File: src/rtl/cva6_hpdcache_arb_pkg.sv
// Shared types for the HPDcache requester arbiter: index/counter widths and
// the request, response, tag and PMA payloads it routes.
package cva6_hpdcache_arb_pkg;

    localparam int ARB_MAX_NREQ = 8;
    localparam int ARB_IDX_W    = 3;
    localparam int ARB_CNT_W    = 4;

    typedef logic [ARB_IDX_W-1:0] arb_idx_t;
    typedef logic [ARB_CNT_W-1:0] arb_cnt_t;

    typedef logic [19:0] hpdcache_tag_t;

    typedef struct packed {
        logic uncacheable;
        logic io;
    } hpdcache_pma_t;

    typedef struct packed {
        logic [11:0] addr_offset;
        logic [3:0]  op;
        logic [31:0] wdata;
        logic [3:0]  be;
        logic [2:0]  size;
        arb_idx_t    sid;
        logic [3:0]  tid;
        logic        need_rsp;
        logic        phys_indexed;
    } hpdcache_req_t;

    typedef struct packed {
        logic [31:0] rdata;
        arb_idx_t    sid;
        logic [3:0]  tid;
        logic        error;
    } hpdcache_rsp_t;

endpackage

File: src/rtl/cva6_hpdcache_rr_arbiter.sv
// Pure round-robin grant: the requester nearest after the pointer (cyclically) wins.
module cva6_hpdcache_rr_arbiter
    import cva6_hpdcache_arb_pkg::*;
#(
    parameter int NREQ = 3
) (
    input  logic [NREQ-1:0] req,
    input  arb_idx_t        ptr,
    output logic [NREQ-1:0] gnt,
    output arb_idx_t        gnt_idx,
    output logic            any
);

    int   dist_s;
    int   best_s;
    logic hit_s;

    // Distance 0 is the slot right after ptr; smallest distance wins
    always_comb begin
        dist_s  = 0;
        best_s  = NREQ;
        hit_s   = 1'b0;
        gnt_idx = {ARB_IDX_W{1'b0}};
        any     = 1'b0;
        for (int i = 0; i < NREQ; i++) begin
            dist_s  = (i + NREQ - 1 - int'(ptr)) % NREQ;
            hit_s   = req[i] && (dist_s < best_s);
            best_s  = hit_s ? dist_s : best_s;
            gnt_idx = hit_s ? arb_idx_t'(i) : gnt_idx;
            any     = any | hit_s;
        end
    end

    // One-hot view of the winning index
    always_comb begin
        gnt = {NREQ{1'b0}};
        for (int i = 0; i < NREQ; i++) begin
            gnt[i] = any && (gnt_idx == arb_idx_t'(i));
        end
    end

endmodule

File: src/rtl/cva6_hpdcache_req_arbiter.sv
// Shares one HPDcache request port among NREQ requesters: round-robin with lock,
// per-requester outstanding-response credits, late abort/tag/PMA forwarding, response demux.
module cva6_hpdcache_req_arbiter
    import cva6_hpdcache_arb_pkg::*;
#(
    parameter int NREQ            = 3,
    parameter int MAX_OUTSTANDING = 4
) (
    input  logic            clk_i,
    input  logic            rst_i,
    input  logic [NREQ-1:0] req_valid_i,
    output logic [NREQ-1:0] req_ready_o,
    input  hpdcache_req_t   req_i [NREQ],
    input  logic [NREQ-1:0] req_abort_i,
    input  hpdcache_tag_t   req_tag_i [NREQ],
    input  hpdcache_pma_t   req_pma_i [NREQ],
    output logic            hpdcache_req_valid_o,
    input  logic            hpdcache_req_ready_i,
    output hpdcache_req_t   hpdcache_req_o,
    output logic            hpdcache_req_abort_o,
    output hpdcache_tag_t   hpdcache_req_tag_o,
    output hpdcache_pma_t   hpdcache_req_pma_o,
    input  logic            hpdcache_rsp_valid_i,
    input  hpdcache_rsp_t   hpdcache_rsp_i,
    output logic [NREQ-1:0] rsp_valid_o,
    output hpdcache_rsp_t   rsp_o,
    output logic            rsp_error_o
);

    localparam arb_cnt_t CNT_MAX = arb_cnt_t'(MAX_OUTSTANDING);
    localparam arb_idx_t PTR_RST = arb_idx_t'(NREQ - 1);

    logic [NREQ-1:0] eligible_s, rr_gnt_s, grant_oh_s, inc_s, dec_s;
    arb_idx_t        rr_idx_s, grant_idx_s, ptr_r, lock_idx_r, s1_idx_r;
    logic            rr_any_s, valid_s, handshake_s;
    logic            lock_valid_r, s1_valid_r;
    arb_cnt_t        cnt_r [NREQ];
    hpdcache_req_t   grant_req_s;

    // A need_rsp request only competes while its requester has a free credit
    always_comb begin
        eligible_s = {NREQ{1'b0}};
        for (int i = 0; i < NREQ; i++) begin
            eligible_s[i] = req_valid_i[i] && (!req_i[i].need_rsp || (cnt_r[i] < CNT_MAX));
        end
    end

    cva6_hpdcache_rr_arbiter #(
        .NREQ (NREQ)
    ) u_rr (
        .req     (eligible_s),
        .ptr     (ptr_r),
        .gnt     (rr_gnt_s),
        .gnt_idx (rr_idx_s),
        .any     (rr_any_s)
    );

    // A stalled grant stays with its owner until the cache accepts it
    always_comb begin
        grant_idx_s = lock_valid_r ? lock_idx_r : rr_idx_s;
        valid_s     = lock_valid_r | rr_any_s;
        handshake_s = valid_s & hpdcache_req_ready_i;
        grant_oh_s  = {NREQ{1'b0}};
        grant_req_s = req_i[0];
        for (int i = 0; i < NREQ; i++) begin
            grant_oh_s[i] = lock_valid_r ? (lock_idx_r == arb_idx_t'(i)) : rr_gnt_s[i];
            grant_req_s   = (grant_idx_s == arb_idx_t'(i)) ? req_i[i] : grant_req_s;
        end
    end

    // Request path to the cache, sid rewritten to the owner index
    always_comb begin
        hpdcache_req_valid_o = valid_s & ~rst_i;
        req_ready_o          = grant_oh_s & {NREQ{valid_s & hpdcache_req_ready_i & ~rst_i}};
        hpdcache_req_o       = grant_req_s;
        hpdcache_req_o.sid   = grant_idx_s;
    end

    // Late abort/tag/PMA come from the requester that handshook last cycle
    always_comb begin
        hpdcache_req_abort_o = 1'b0;
        hpdcache_req_tag_o   = hpdcache_tag_t'(20'd0);
        hpdcache_req_pma_o   = hpdcache_pma_t'(2'b00);
        for (int i = 0; i < NREQ; i++) begin
            if (s1_valid_r && (s1_idx_r == arb_idx_t'(i))) begin
                hpdcache_req_abort_o = req_abort_i[i];
                hpdcache_req_tag_o   = req_tag_i[i];
                hpdcache_req_pma_o   = req_pma_i[i];
            end else begin
                hpdcache_req_abort_o = hpdcache_req_abort_o;
            end
        end
    end

    // A response is only legal for a requester with a credit in use (or gaining one now)
    always_comb begin
        inc_s = {NREQ{1'b0}};
        dec_s = {NREQ{1'b0}};
        for (int i = 0; i < NREQ; i++) begin
            inc_s[i] = handshake_s && grant_oh_s[i] && grant_req_s.need_rsp;
            dec_s[i] = hpdcache_rsp_valid_i && (hpdcache_rsp_i.sid == arb_idx_t'(i)) &&
                       ((cnt_r[i] != arb_cnt_t'(0)) || inc_s[i]);
        end
        rsp_valid_o = dec_s & {NREQ{~rst_i}};
        rsp_error_o = hpdcache_rsp_valid_i & ~(|dec_s) & ~rst_i;
        rsp_o       = hpdcache_rsp_i;
    end

    // Lock, round-robin pointer and stage-1 owner
    always_ff @(posedge clk_i or posedge rst_i) begin
        if (rst_i) begin
            ptr_r        <= PTR_RST;
            lock_valid_r <= 1'b0;
            lock_idx_r   <= arb_idx_t'(0);
            s1_valid_r   <= 1'b0;
            s1_idx_r     <= arb_idx_t'(0);
        end else begin
            lock_valid_r <= valid_s & ~hpdcache_req_ready_i;
            lock_idx_r   <= grant_idx_s;
            s1_valid_r   <= handshake_s & ~grant_req_s.phys_indexed;
            s1_idx_r     <= grant_idx_s;
            ptr_r        <= handshake_s ? grant_idx_s : ptr_r;
        end
    end

    // Outstanding-response counters
    always_ff @(posedge clk_i or posedge rst_i) begin
        if (rst_i) begin
            for (int i = 0; i < NREQ; i++) begin
                cnt_r[i] <= arb_cnt_t'(0);
            end
        end else begin
            for (int i = 0; i < NREQ; i++) begin
                case ({inc_s[i], dec_s[i]})
                    2'b10:   cnt_r[i] <= cnt_r[i] + arb_cnt_t'(1);
                    2'b01:   cnt_r[i] <= cnt_r[i] - arb_cnt_t'(1);
                    default: cnt_r[i] <= cnt_r[i];
                endcase
            end
        end
    end

endmodule

File: config.mk
export PLATFORM = sky130hd
export DESIGN_NAME = cva6_hpdcache_req_arbiter
export DESIGN_NICKNAME = d
export VERILOG_FILES = /design/src/rtl/cva6_hpdcache_arb_pkg.sv /design/src/rtl/cva6_hpdcache_rr_arbiter.sv /design/src/rtl/cva6_hpdcache_req_arbiter.sv
export SDC_FILE = /design/constraint.sdc
export NUM_CORES = 1
export LEC_CHECK = 0
export CAP_MARGIN = 0
export CORE_AREA = 2 2 175 177
export DETAILED_ROUTE_END_ITERATION = 10
export DIE_AREA = 0 0 177 179
export PLACE_DENSITY_LB_ADDON = 0.25
export SYNTH_ARGS = -nofsm -noshare
export SYNTH_HDL_FRONTEND = slang
export SYNTH_SLANG_ARGS = --single-unit
File: constraint.sdc
create_clock -name clk_i -period 12.8 [get_ports clk_i]
set_input_delay 1.28 -clock clk_i [delete_from_list [all_inputs] [get_ports clk_i]]
set_output_delay 1.28 -clock clk_i [all_outputs]
set_load 0.01 [all_outputs]
==> results.md, run 1 <==
* Leakage at 4.66 nW
* Met3 usage at under 10%
* Path type of the worst setup path: reg -> out
* H-tree depth at 1
* Layout cells sized above 1 at 5.94%
* Critical Path RT at 11.52 ns
* Post-synth EDFFs at 0
* Mapped Area at 6770 um2
* Mux share of post-synthesis cell area at ~13%
* Number of max-cap violations at 0
* Post-synth ARST share at 100%
* PnR worst setup slack at 0.949 ns
* Met1 Use GR at 24.4%
* Yosys warning count at 0
* Hold path endpoint: cnt_r[11]$_DFFE_PP0P_
* RSZ-0062 raised after global routing: no
* Number of synthesized register bits at 20
* First-pass GRT wire length at 43.4 mm
* Drt drc at 0
* CTS Root Cell: clkbuf_16
* Port Buf Inserts at 359
* Post-synthesis xor/xnor area fraction at 4.14%
* Clock sink count at 20
* Routability cong. at ~0.80
* Hold WS at around 0.49 ns
* Placeable Area at between 30000 and 40000 um2
* TritonCTS clock tree: done
* Initial DRC count at 476
* Dominant cell type by area after synthesis: ha_1
* Final Skew at 0.00114 ns
* Syn_nets at 1339
* Largest net degree at the start of global routing at 94
* Net count, final at about 1600
* Worst stage delay on the critical path at 0.69 ns
* Clk_lat worst skew at 0.25 ns
* Mapped Cells at 942
* Top post-synthesis cells by area: ha_1 16%, mux2i_1 9.8%, dfrtp_1 7.0%
* Initial Utilization at 22.6%
* Synth Area in Simple Gates at roughly 20%
* Gr ovfl total at 0
* Status: complete, no violations
* Post-cts hold buffer count at 0
* HPWL Detailed at 24.8 mm
* Crit-path max FO at 15
* DP Worst Slack at 1.00 ns
* Least-Margin Pin Slew at 1.01 ns
* Fin crit period at 11.85 ns
* Setup TNS at 0 ns
* Max-slew violation count at 0
* Slew margin rel. at 32.3%
* Vias per cell at 4.86
* PnR Total Power at 4.22 mW
* Final worst-path cycle share at 92.6%
* Synth Area in Compound Gates at between 20 and 30%
* Post-CTS setup buffer count at 0
* Reg2Reg Depth at between 40 and 50
* Worst IR Drop VDD at 0.000219 V
* Post-DRT Antenna Nets at 0
* WL final at 29.7 mm
* Launch point of the worst reg-to-reg path: ptr_r[1]$_DFFE_PP1N_
* Hold path cells at 1
* Worst-path clk slew at 0.06 ns
* Chip Height at between 150 and 200 um
* Main synth FF type: dfrtp_1
* Synth top cells by count: 122 x nand2_1, 86 x ha_1, 66 x a21oi_1, 66 x mux2i_1, 63 x o21ai_1
* Die ar. at 31700 um2
* Count of cell types in the netlist at 80
* GRT met2 Usage at between 20% and 30%
* Slowest stage cell on the critical path: dfstp_2
* Post-CTS Resized at 0
* Drt wl/cell at 18.3 um
* Buffer depth of the longest clock path at 2
* Worst R2R End: cnt_r[11]$_DFFE_PP0P_
* Pwr dens at approximately 400 nW/um2
* Hold_sp: cnt_r[11]$_DFFE_PP0P_
* Synth top area share at between 15 and 20%
* Cell mode on critical path: nand2_1
* FMAX at 84.4 MHz
* Core Rows at 64
* Initial antenna violation count at 11
* Adder-cell share of the synthesized area at between 10% and 20%
* Via count at 7900
* Reg2Reg Setup Slack at 2.12 ns
* # setup viols final at 0
* GRT Total Usage at 17.5%
* Final Hold Viols at 0
* Syn_area_per_cell at ~7.2 um2
* Num CTS Buffers at 3
* Largest family of logic cells by synthesized area: compound AO/OA/AOI/OAI gates
* Area Growth Syn to Fin at 57.1%
* Data arrival, critical path at 10.57 ns
* Critical path endpoint category: output port
* Die width at 177 um
* Vias in the first global route at 7458
* HP Class: reg -> reg
* Critical path startpoint category: flip-flop
* 1st-pass router iterations at 6
* GR peak layer: met2
* Seq/Total Area, Yosys at under 10%
* Most frequent cell after synthesis: nand2_1
* Num ports at ~440
-- final cells by class --
cell class / instances / area (um2)
Antenna cell: 1 / 2.50
Timing Repair Buffer: 385 / 3830
Clock buffer: 4 / 88.8
Tap cell: 396 / 495
Fill cell: 3143 / 19400
Multi-Input combinational cell: 771 / 5540
Inverter: 48 / 180
Sequential cell: 20 / 502
-- power by group --
group | internal, mW | switching (mW) | total, mW
clock | 0.0477 | 0.0250 | 0.0727
combinational | 1.86 | 2.16 | 4.02
sequential | 0.0928 | 0.0354 | 0.128
total | 2.00 | 2.22 | 4.22
-- kinds of logic (layout without fill, tap and decap cells) --
kind of cell,after synthesis,after routing
adders and majority gates,89,89
buffers and inverters,151,437
xor gates and xnor gates,32,32
DFF,20,20
AOI/OAI and AO/OA,283,283
and+or+nand+nor,285,285
muxes,82,82
other,0,1
-- per-layer routing --
layer	vias to the layer above	part of all wire, %
li1	3995	-
met1	3626	45
met2	233	42
met3	30	12
met4	16	0.49
met5	-	0.32
-- cells in the final DEF (no fill, tap or decap), types with 3 or more instances in the layout --
cell and count:
o21ai_0 49, nor4_1 9, a222oi_1 23, nand2b_1 12, a31oi_1 18, a21oi_1 66
ha_1 86, a211o_1 3, a211oi_1 8, nand3b_1 4, nor2b_1 7, xnor2_1 15
dfrtp_1 19, o211ai_1 3, a21o_1 7, mux2i_1 66, and2_1 7, inv_1 44
xor2_1 17, a2111oi_0 5, nor3_1 10, a22o_1 3, fa_1 3, clkdlybuf4s50_1 359
nand2_1 122, nand3_1 21, mux2_2 13, o22ai_1 4, o21ai_1 63, nand4_1 15
and3_1 6, nor3b_1 3, buf_4 23, buf_12 3, nor2_1 50, clkbuf_16 3
inv_2 3
-- how the worst max path moves through the flow --
stage	start	to	slack, ns	cells after the start
after floorplan	ptr_r[0]$_DFFE_PP0N_	rsp_error_o	2.11	45
after global placement	ptr_r[1]$_DFFE_PP1N_	rsp_error_o	1.10	41
after detailed placement	ptr_r[1]$_DFFE_PP1N_	rsp_error_o	1.00	41
after CTS	ptr_r[1]$_DFFE_PP1N_	rsp_error_o	0.70	41
after global routing	ptr_r[1]$_DFFE_PP1N_	rsp_error_o	0.08	41
final	ptr_r[1]$_DFFE_PP1N_	rsp_error_o	0.95	42
-- flip-flops by register name (all words and copies together) (netlist names) --
register,cells
s1_idx_r,3
s1_valid_r,1
lock_valid_r,1
cnt_r,12
ptr_r,3
-- critical path: cells and delay by family, from the launching register on --
| family | cells | cell delay [ns] |
|---|---|---|
| buffers and inverters | 6 | 1.51 |
| adder cells (fa/ha/maj) | 5 | 1.58 |
| multiplexers | 2 | 0.68 |
| flip-flops | 1 | 0.69 |
| AO/OA/AOI/OAI | 14 | 2.71 |
| XOR/XNOR | 1 | 0.17 |
| AND/OR/NAND/NOR | 14 | 2.96 |
-- through the flow --
stage / area (um2) / cells / utilization, %
finish: 10600 / 1625 / 35.4
global route: 10600 / 1625 / 35.4
CTS: 10600 / 1624 / 35.4
detailed placement: 10500 / 1620 / 35.1
global placement: 10500 / 1620 / 35.1
floorplan: 6770 / 942 / -
(Power assumes the default switching activity.)
==> inputs of run 2 (changes only) <==
--- a/config.mk
+++ b/config.mk
@@ -6,9 +6,10 @@
 export NUM_CORES = 1
 export LEC_CHECK = 0
 export CAP_MARGIN = 0
-export CORE_AREA = 2 2 175 177
+export CELL_PAD_IN_SITES_DETAIL_PLACEMENT = 1
+export CELL_PAD_IN_SITES_GLOBAL_PLACEMENT = 2
+export CORE_UTILIZATION = 19
 export DETAILED_ROUTE_END_ITERATION = 10
-export DIE_AREA = 0 0 177 179
 export PLACE_DENSITY_LB_ADDON = 0.25
 export SYNTH_ARGS = -nofsm -noshare
 export SYNTH_HDL_FRONTEND = slang
==> run 2 against run 1 <==
  * Clock-buffer cell count is the same
  * Critical path depth decreased by 2
  * Clock power decreased by 2%
  * First-iteration DRC count down 23%
  * Sequential share of layout area is essentially flat
  * Total power grew 1.3%
  * Non-clock buffer count is 5 lower
  * Clock skew is 0.0029 ns higher
  * Register-to-register slack better by 0.07 ns
  * Cell count increased by 3.3%
  * Critical path type unchanged
  * Critical endpoint unchanged
  * Largest power group unchanged
==> results.md, run 2 (synthesis results as in run 1) <==
* H-tree depth at 1
* TritonCTS clock tree: done
* Critical path endpoint category: output port
* Critical Path RT at 11.52 ns
* Critical path startpoint category: flip-flop
* # setup viols final at 0
* Initial DRC count at 368
* Clk_lat worst skew at 0.25 ns
* Num ports at roughly 440
* Final Hold Viols at 0
* Vias in the first global route at 7919
* FMAX at around 85 MHz
* DP Cell Count at 1674
* Slew margin rel. at roughly two fifths
* Commonest non-fill, non-tap cell in the layout: clkdlybuf4s50_1
* Drt drc at 0
* Chip Height at 191 um
* Status: complete, no violations
* Final cell count without fillers at 1679
* Worst-path clk slew at 0.06 ns
* Final worst-path cycle share at 91.9%
* Filler Cell Count at 4144
* Final Skew at ~0.0040 ns
* Least-Margin Pin Slew at 0.882 ns
* DP Worst Slack at just under 0.9 ns
* Clock sink count at 20
* Number of max-cap violations at 0
* RSZ-0062 raised after global routing: no
* Worst stage delay on the critical path at 0.71 ns
* Post-DRT Antenna Nets at 0
* Net count, final at 1621
* Crit-path max FO at 63
* PnR worst setup slack at 1.04 ns
* Pwr dens at 402 nW/um2
* First-pass GRT wire length at between 40 and 50 mm
* Initial Utilization at 19.5%
* Die ar. at approximately 36000 um2
* Port Buf Inserts at ~360
* Post-CTS setup buffer count at 0
* Buffer depth of the longest clock path at 2
* Die width at 191 um
* Slowest stage cell on the critical path: dfstp_2
* Max reg flops at 12
* WL final at 33.9 mm
* CTS Root Cell: clkbuf_16
* HPWL Detailed at 28.8 mm
* Gr ovfl total at 0
* Setup TNS at 0 ns
* Hold WS at approximately 0.49 ns
* Area Growth Syn to Fin at 57.4%
* 1st-pass router iterations at 5
* Via count at 7953
* Routability cong. at ~0.77
* Initial antenna violation count at 10
* Path type of the worst setup path: reg -> out
* Largest registers: cnt_r x12, ptr_r x3, s1_idx_r x3
* Placeable Area at 34800 um2
* Largest net degree at the start of global routing at 109
* Leakage at 4.63 nW
* PnR Total Power at 4.28 mW
* Num CTS Buffers at 3
* GRT Total Usage at ~18%
* Most frequent cells in the layout: 359 x clkdlybuf4s50_1, 122 x nand2_1, 86 x ha_1
* Drt wl/cell at 20.2 um
* Worst IR Drop VDD at 0.000261 V
* Core Rows at 68
* Max-slew violation count at 0
* Cell mode on critical path: ha_1
* HP Class: reg -> reg
* Largest Register: cnt_r
* Vias per cell at 4.74
* Fin crit period at 11.76 ns
* Layout cells sized above 1 at 5.56%
* Data arrival, critical path at 10.48 ns
[run 2: cell count changes in the layout (fill, tap and decap cells not counted)]
cell / change
buf_4: -4
buf_12: -1
[run 2: where the power goes]
part	switching, mW	internal, mW	total (mW)
Combinational	2.24	1.84	4.08
Clock	0.0237	0.0476	0.0713
Sequential	0.0370	0.0928	0.130
[run 2: repair_timing]
| action | CTS | global route |
|---|---|---|
| resized for setup | 0 | 1 |
| endpoints found under the setup margin | 0 | 1 |
| hold buffers | 0 | 0 |
[run 2: stage by stage]
stage	instance area [um2]	util, %
3_3_place_gp	10600	30.4
4_1_cts	10700	30.6
6_report	10700	30.6
5_1_grt	10700	30.6
3_5_place_dp	10600	30.4
2_1_floorplan	6770	-
[run 2: area by class of cell]
cell class | instances | area [um2] | share of cell area [%]
flip-flops and latches | 20 | 502 | 4.71
well taps | 455 | 569 | 5.34
diodes | 1 | 2.50 | 0.0235
multi-input cells | 771 | 5540 | 52.0
clock buffers | 4 | 88.8 | 0.833
repair buffers | 380 | 3780 | 35.4
inverters | 48 | 180 | 1.69
[run 2: layer usage]
metal / up-vias / routed length [um] / global-route usage, % / part of all wire (%)
li1: 3984 / - / - / -
met1: 3711 / 14100 / 21.6 / 42
met2: 204 / 16600 / 30.0 / 49
met3: 34 / 2450 / 5.69 / 7.2
met4: 20 / 582 / 3.17 / 1.7
met5: - / 141 / 0 / 0.42
[run 2: critical path: cells and delay by family (launching register included)]
kind / cells / cell delay, ns
AOI/OAI and AO/OA: 12 / 2.50
xor gates and xnor gates: 1 / 0.17
adders and majority gates: 5 / 1.46
buffers and inverters: 5 / 1.68
DFF: 1 / 0.71
muxes: 1 / 0.34
and+or+nand+nor: 16 / 3.33
[run 2: path summary, 6_finish.rpt]
| check | slack [ns] | endpoint | from | cells after the start |
|---|---|---|---|---|
| worst max-delay path | 1.04 | rsp_error_o | ptr_r[1]$_DFFE_PP1N_ | 40 |
| worst min-delay path | 0.49 | cnt_r[3]$_DFFE_PP0P_ | cnt_r[3]$_DFFE_PP0P_ | 1 |
| worst max register to register | 2.19 | cnt_r[11]$_DFFE_PP0P_ | ptr_r[1]$_DFFE_PP1N_ | 45 |
| worst min register to register | 0.49 | cnt_r[3]$_DFFE_PP0P_ | cnt_r[3]$_DFFE_PP0P_ | 1 |
| max in group asynchronous | 10.48 | cnt_r[6]$_DFFE_PP0P_ | rst_i | 2 |
| min in group asynchronous | 1.77 | cnt_r[8]$_DFFE_PP0P_ | rst_i | 2 |
==> inputs of run 3 (changes only) <==
--- a/config.mk
+++ b/config.mk
@@ -9,6 +9,7 @@
 export CELL_PAD_IN_SITES_DETAIL_PLACEMENT = 1
 export CELL_PAD_IN_SITES_GLOBAL_PLACEMENT = 2
 export CORE_UTILIZATION = 19
+export CTS_BUF_LIST = sky130_fd_sc_hd__clkbuf_8
 export DETAILED_ROUTE_END_ITERATION = 10
 export PLACE_DENSITY_LB_ADDON = 0.25
 export SYNTH_ARGS = -nofsm -noshare
==> run 3 against run 2 <==
  * Die area unchanged
  * Clock-buffer cell count unchanged
  * Clock power down 31%
  * Global-route usage about the same
  * Wire length up 0.26%
  * Critical path depth unchanged
  * Non-clock buffer count unchanged
  * Cell area down 0.32%
  * Clock skew about the same
  * Critical path type unchanged
==> results.md, run 3 (synthesis results as in run 1) <==
* Status: complete, no violations
* HP Class: reg -> reg
* Crit path max-delay family: simple AND/OR/NAND/NOR gates
* Final worst-path cycle share at 91.6%
* Core Rows at 68
* Setup TNS at 0 ns
* Critical path startpoint category: flip-flop
* Least-Margin Pin Slew at 0.882 ns
* Leakage at 4.62 nW
* Num CTS Buffers at 3
* First-pass GRT wire length at roughly 49 mm
* WL final at roughly 34 mm
* Worst-path clk slew at 0.08 ns
* Max reg flops at 12
* Gr ovfl total at 0
* Die width at about 190 um
* WP depth at 40
* Area Growth Syn to Fin at 56.9%
* Post-DP Area at around 11000 um2
* Worst R2R End: cnt_r[11]$_DFFE_PP0P_
* Vias in the first global route at 7914
* Slowest stage cell on the critical path: dfstp_2
* Reg2Reg Depth at 45
* Finished Cell Area at ~11000 um2
* # setup viols final at 0
* DP Worst Slack at 0.871 ns
* Initial DRC count at about 380
* Reg2Reg Setup Slack at ~2.2 ns
* Cell mode on critical path: ha_1
* Via count at roughly 8000
* Pwr dens at 401 nW/um2
* Port Buf Inserts at 359
* Layout cells sized above 1 at 5.56%
* Num ports at 443
* GRT Total Usage at between 15 and 20%
* Launch point of the worst reg-to-reg path: ptr_r[1]$_DFFE_PP1N_
* Worst Path Buf+Inv at 4
* CP startpoint: ptr_r[1]$_DFFE_PP1N_
* Buffer depth of the longest clock path at 2
* Clock sink count at 20
* Die ar. at about 36000 um2
* Critical Path RT at 11.52 ns
* 1st-pass router iterations at 6
* Most frequent cells in the layout: 359 x clkdlybuf4s50_1, 122 x nand2_1, 86 x ha_1
* Crit-path max FO at 18
* Worst IR Drop VDD at 0.000266 V
* PnR Total Power at around 4.3 mW
* Path type of the worst setup path: reg -> out
* Largest net degree at the start of global routing at approximately 110
* Largest registers: cnt_r x12, ptr_r x3, s1_idx_r x3
* Number of max-cap violations at 0
* Initial antenna violation count at 10
* CTS Root Cell: clkbuf_8
* Commonest non-fill, non-tap cell in the layout: clkdlybuf4s50_1
* Initial Utilization at a little under 20%
* Largest Register: cnt_r
* Post-CTS setup buffer count at 0
* Max-slew violation count at 0
* Fin crit period at 11.72 ns
* Post-CTS Resized at 0
* Critical path endpoint category: output port
* Hold WS at 0.492 ns
* Worst stage delay on the critical path at 0.72 ns
* Net count, final at 1621
* Final Skew at 0.00370 ns
* Chip Height at 191 um
* Vias per cell at 4.74
* Placeable Area at 34800 um2
* Final Hold Viols at 0
* Slew margin rel. at 41.1%
* CP endpoint: rsp_error_o
* Drt drc at 0
* RSZ-0062 raised after global routing: no
* FMAX at 85.3 MHz
* Post-DRT Antenna Nets at 0
* Drt wl/cell at 20.2 um
* H-tree depth at 1
* Routability cong. at about 0.77
* Clk_lat worst skew at 0.26 ns
* HPWL Detailed at 28.8 mm
* TritonCTS clock tree: done
* PnR worst setup slack at around 1.1 ns
* Post-cts hold buffer count at 0
* Data arrival, critical path at around 10 ns
## run 3: changes by cell type in the layout (fill, tap and decap cells not counted)
cell / before / now
clkbuf_16: 3 / 0
clkbuf_8: 1 / 4
## run 3: layout make-up
type / count / area, um2
repair buffers: 380 / 3780
inverters: 48 / 180
well taps: 455 / 569
clock buffers: 4 / 55.1
flip-flops and latches: 20 / 502
diodes: 1 / 2.50
fillers: 4150 / 24200
multi-input cells: 771 / 5540
## run 3: stage by stage
| step | utilization [%] | instances |
|---|---|---|
| after floorplan | - | 942 |
| after global placement | 30.4 | 1674 |
| final | 30.5 | 1679 |
| after CTS | 30.5 | 1678 |
| after detailed placement | 30.4 | 1674 |
| after global routing | 30.5 | 1678 |
## run 3: worst min-delay path by stage
stage	start	to	cells after the start
floorplan	cnt_r[11]$_DFFE_PP0P_	cnt_r[11]$_DFFE_PP0P_	1
global placement	cnt_r[3]$_DFFE_PP0P_	cnt_r[3]$_DFFE_PP0P_	1
detailed placement	cnt_r[3]$_DFFE_PP0P_	cnt_r[3]$_DFFE_PP0P_	1
CTS	cnt_r[3]$_DFFE_PP0P_	cnt_r[3]$_DFFE_PP0P_	1
global route	cnt_r[3]$_DFFE_PP0P_	cnt_r[3]$_DFFE_PP0P_	1
finish	cnt_r[3]$_DFFE_PP0P_	cnt_r[3]$_DFFE_PP0P_	1
## run 3: where the power goes
part	internal (mW)	switching, mW
registers	0.0926	0.0370
logic	1.84	2.24
clock network	0.0274	0.0217
## run 3: routing by layer
layer	vias up	GRT usage, %	routed length [um]
met5	-	0	141
met4	20	3.32	575
met3	32	5.61	2450
met2	198	30.1	16700
met1	3733	21.6	14100
li1	3981	-	-
